[src/rtl/regfile8x4.sv]
// Register file with two combinational read ports and one write port.
// Register 0 is a hardwired zero source; optional write-to-read forwarding.
module regfile8x4 #(
  parameter int WIDTH  = 4,
  parameter int NREGS  = 8,
  parameter int BYPASS = 0,
  localparam int AW    = $clog2(NREGS)
) (
  input  logic             clk,
  input  logic             reset,
  input  logic             we3,
  input  logic [AW-1:0]    wa3,
  input  logic [WIDTH-1:0] wd3,
  input  logic [AW-1:0]    ra1,
  input  logic [AW-1:0]    ra2,
  output logic [WIDTH-1:0] rd1,
  output logic [WIDTH-1:0] rd2
);

  // Index 0 has no storage; reads of address 0 are forced to zero below.
  logic [WIDTH-1:0] regs [1:NREGS-1];

  logic write_valid;
  logic hit1;
  logic hit2;

  assign write_valid = we3 && !reset && (wa3 != '0);

  always_ff @(posedge clk) begin
    if (reset) begin
      for (int i = 1; i < NREGS; i++) begin
        regs[i] <= '0;
      end
    end else if (write_valid) begin
      regs[wa3] <= wd3;
    end
  end

  // Forwarding only applies to a write that will actually land on this edge.
  assign hit1 = (BYPASS != 0) && write_valid && (wa3 == ra1);
  assign hit2 = (BYPASS != 0) && write_valid && (wa3 == ra2);

  assign rd1 = (ra1 == '0) ? '0 : (hit1 ? wd3 : regs[ra1]);
  assign rd2 = (ra2 == '0) ? '0 : (hit2 ? wd3 : regs[ra2]);

endmodule

[config.mk]
export PLATFORM = sky130hd
export DESIGN_NAME = regfile8x4
export DESIGN_NICKNAME = d
export VERILOG_FILES = /design/src/rtl/regfile8x4.sv
export SDC_FILE = /design/constraint.sdc
export NUM_CORES = 1
export LEC_CHECK = 0
export ABC_AREA = 1
export CAP_MARGIN = 5
export CORE_ASPECT_RATIO = 0.7
export CORE_UTILIZATION = 40
export DETAILED_ROUTE_END_ITERATION = 8
export PLACE_DENSITY = 0.61
export SKIP_LAST_GASP = 1
export SYNTH_ARGS = -nofsm -noshare
export SYNTH_HDL_FRONTEND = slang
export SYNTH_SLANG_ARGS = --single-unit
[constraint.sdc]
create_clock -name clk -period 1.5 [get_ports clk]
set_clock_uncertainty 0.15 [all_clocks]
set_input_delay 0.225 -clock clk [delete_from_list [all_inputs] [get_ports clk]]
set_output_delay 0.225 -clock clk [all_outputs]
set_load 0.01 [all_outputs]
==> implementation parameters <==
Parameter                              Value

Route
  Number of vias per cell ... 4.69
  DR pass1 iterations ... 4
  Total detailed-routing wirelength ... between 4000 and 5000 um
  Post-detailed-route count of antenna-violating nets ... 0
  Vias ... about 1800
  Routed length per placed instance ... 12.6 um
  DRC violation count after routing ... 0
  DR iter-0 viols ... 121

Synth
  Proportion of netlist area held by the largest area contributor ... 0.485
  Sequential share of the synthesized area ... 0.485
  Netlist Area Pre-Place ... 0.00198 mm2
  Library cell occupying the most area in the post-synthesis netlist ... edfxtp_1
  Average footprint of a synthesized cell ... ~7.5 um2
  Post-synthesis cell count ... 265
  Count of state elements after synthesis ... 32
  Library cells used by synthesis ... 18
  Cell types with the largest area share after synthesis ... edfxtp_1, nand2_1, nand3_1
  Total of warnings raised by yosys ... 0

Setup path
  Start-to-end type of the worst setup path ... register to output port
  Endpoint kind of the worst setup timing path ... output port
  Critical path fanouts, max ... 2
  Cell Chain, Critical Path ... inv_1 -> nand2_1 -> nand3_1 -> nand2_1 -> nor2_1 -> nor2_1 -> buf_2
  Element type at the critical path start ... register
  Cell at the slowest stage of the critical path ... edfxtp_1
  Delay contributed by the slowest stage of the critical path ... 0.43 ns
  Start point of the critical path ... regs[0][2]$_DFFE_PP_
  Critical Path RT ... 1.12 ns
  Arrival @ worst endpoint ... 1.24 ns

STA
  Max Clk Rate ... 619 MHz
  Smallest setup slack after layout ... -0.116 ns
  Setup violation total in the final timing report ... 8
  Unrepaired setup endpoints after global routing ... yes
  Final critical delay including setup and external delays ... 1.62 ns
  Setup TNS after final layout ... -0.713 ns
  Crit share post-route ... 1.08
  Hold Fails Final Rpt ... 0
  Number of slew-limit violations in the final report ... 0

GRT
  Global router's overall resource usage ... 0.201
  Largest net degree at the start of global routing ... 18
  Number of global-route vias before repair ... 1499
  First-pass GRT wire length ... ~7600 um
  Initial antenna violation count ... 0
  Overflow left after global routing ... 0

Power and ir drop
  Part of the total power dissipated in combinational logic ... 0.184
  Lkg Pwr ... 1.23 nW
  Switching power ... 0.592 mW
  Internal ... 1.71 mW
  Power density over the cells ... 909 mW/mm2
  Switching power share of the total ... 0.257
  Fraction of power consumed by the clock network ... 0.351
  Worst-case vdd ir drop ... 469 uV
  Share of total power in sequential cells ... 0.464
  Post-route total power ... 2.31 mW

Run status
  Run status ... finished, violations left
  Violated checks ... negative setup slack

Finish
  Registers with the most flip-flops ... regs: 32 flops
  Nets ... around 320
  Area growth from synthesis to layout ... 28.1%
  Ratio of cells with drive above 1 in the final layout ... 0.202
  Number of flip-flops under the largest register name ... 32
  Diode count ... 0
  Register with the most flip-flops ... regs
  Filler Cells Inserted ... 476

Floorplan
  Number of placement rows ... 21
  Starting density of the core ... 0.414
  Chip Height ... 60.9 um
  Core Footprint ... 0.00478 mm2
  DIE AREA ... 0.00524 mm2
  Total I/O pin count ... 24
  Overall die width ... 86.1 um

CTS
  Clock tree from TritonCTS ... built
  TritonCTS Sinks ... 32
  TritonCTS buffer count ... 5
  Clock transition at path regs ... roughly 0.070 ns
  Number of H-tree branching levels ... 2
  Buffers inserted by post-CTS timing repair ... 0
  Root buffer selected by CTS ... clkbuf_8
  Maximum clock path buffer count ... 2

Worst hold path
  Worst hold-check path type ... input pin to register
  Startpoint of the lowest-slack hold path ... wd3[0]

Placed design
  PortBufs ... 23
  Routability cong. ... 0.826
  Hpwl dp ... 3430 um

Run
  Max-capacitance violation count ... 0
==> logic make-up (layout without fill, tap and decap cells) <==
| family | after synthesis | count (layout) | share of synthesized area |
|---|---|---|---|
| AO/OA/AOI/OAI | 9 | 9 | 0.0328 |
| flip-flops | 32 | 32 | 0.485 |
| other | 1 | 4 | 0.00189 |
| AND/OR/NAND/NOR | 168 | 168 | 0.354 |
| buffers and inverters | 55 | 94 | 0.126 |
==> repair_timing <==
action,CTS,global route
hold buffers,0,0
pin swaps,21,5
gates resized for setup,50,10
gates cloned,1,0
endpoints found under the hold margin,0,0
endpoints found under the setup margin,8,37
==> final timing paths <==
check	to	slack, ns	cells past startpoint
worst max-delay path	rd1[2]	-0.12	7
worst min-delay path	regs[0][0]$_DFFE_PP_	0.37	1
==> per-stage QoR <==
stage               cell area [um2]  setup slack [ns]  utilization  hold WS, ns  std cells
finish                         2540            -0.116        0.531        0.374        376
global route                   2540            -0.216        0.531        0.377        376
CTS                            2520            -0.141        0.526        0.369        376
detailed placement             2420            -0.714        0.506        0.662        367
global placement               2420            -0.738        0.506        0.660        367
floorplan                      1990             0.221            -        0.174        268
==> power groups by stage <==
stage	clock [mW]	combinational, mW	sequential, mW
floorplan	0	0.251	1.07
global placement	0	0.435	1.08
detailed placement	0	0.432	1.09
CTS	0.826	0.419	1.07
global route	0.866	0.477	1.08
finish	0.810	0.425	1.07
==> synthesized netlist by cell type <==
cell type	count
buf_2	3
inv_2	3
buf_4	2
conb_1	1
inv_4	1
a21oi_1	1
nand3_1	33
nand3_2	1
o211ai_1	8
nand2_1	83
edfxtp_1	32
nor2_1	43
nand4_1	3
clkbuf_1	1
nor3_2	1
buf_6	4
nand2_2	4
inv_1	41
==> worst max-delay path, delay by kind of cell (launching register included) <==
| kind | cells | cell delay [ns] |
|---|---|---|
| flip-flops | 1 | 0.43 |
| AND/OR/NAND/NOR | 5 | 0.32 |
| buffers and inverters | 2 | 0.21 |
==> area by class of cell <==
cell class,count,area [um2],area share
clock buffers,6,72.6,0.0286
clock inverters,2,35.0,0.0138
inverters,45,174,0.0685
multi-input cells,181,807,0.318
flip-flops and latches,32,961,0.379
well taps,69,86.3,0.0340
repair buffers,41,403,0.159
==> metal layers <==
metal	vias to the layer above	global-route usage	routed length, um
li1	911	-	-
met1	786	0.306	2420
met2	64	0.270	1930
met3	4	0.0517	323
met4	0	0.0786	56
met5	-	0	0
==> cells in the final DEF (no fill, tap or decap), types with 3 or more instances in the layout <==
cell / netlist / final
nand3_1: 33 / 32
nand2_2: 4 / 7
buf_4: 2 / 12
inv_1: 41 / 29
inv_2: 3 / 14
buf_12: 0 / 5
nand4_1: 3 / 3
buf_2: 3 / 9
dlygate4sd2_1: 0 / 4
conb_1: 1 / 4
nand2_1: 83 / 80
edfxtp_1: 32 / 32
clkbuf_8: 0 / 5
o211ai_1: 8 / 8
nor2_1: 43 / 42
clkdlybuf4s50_1: 0 / 10
(Power assumes the default switching activity.)
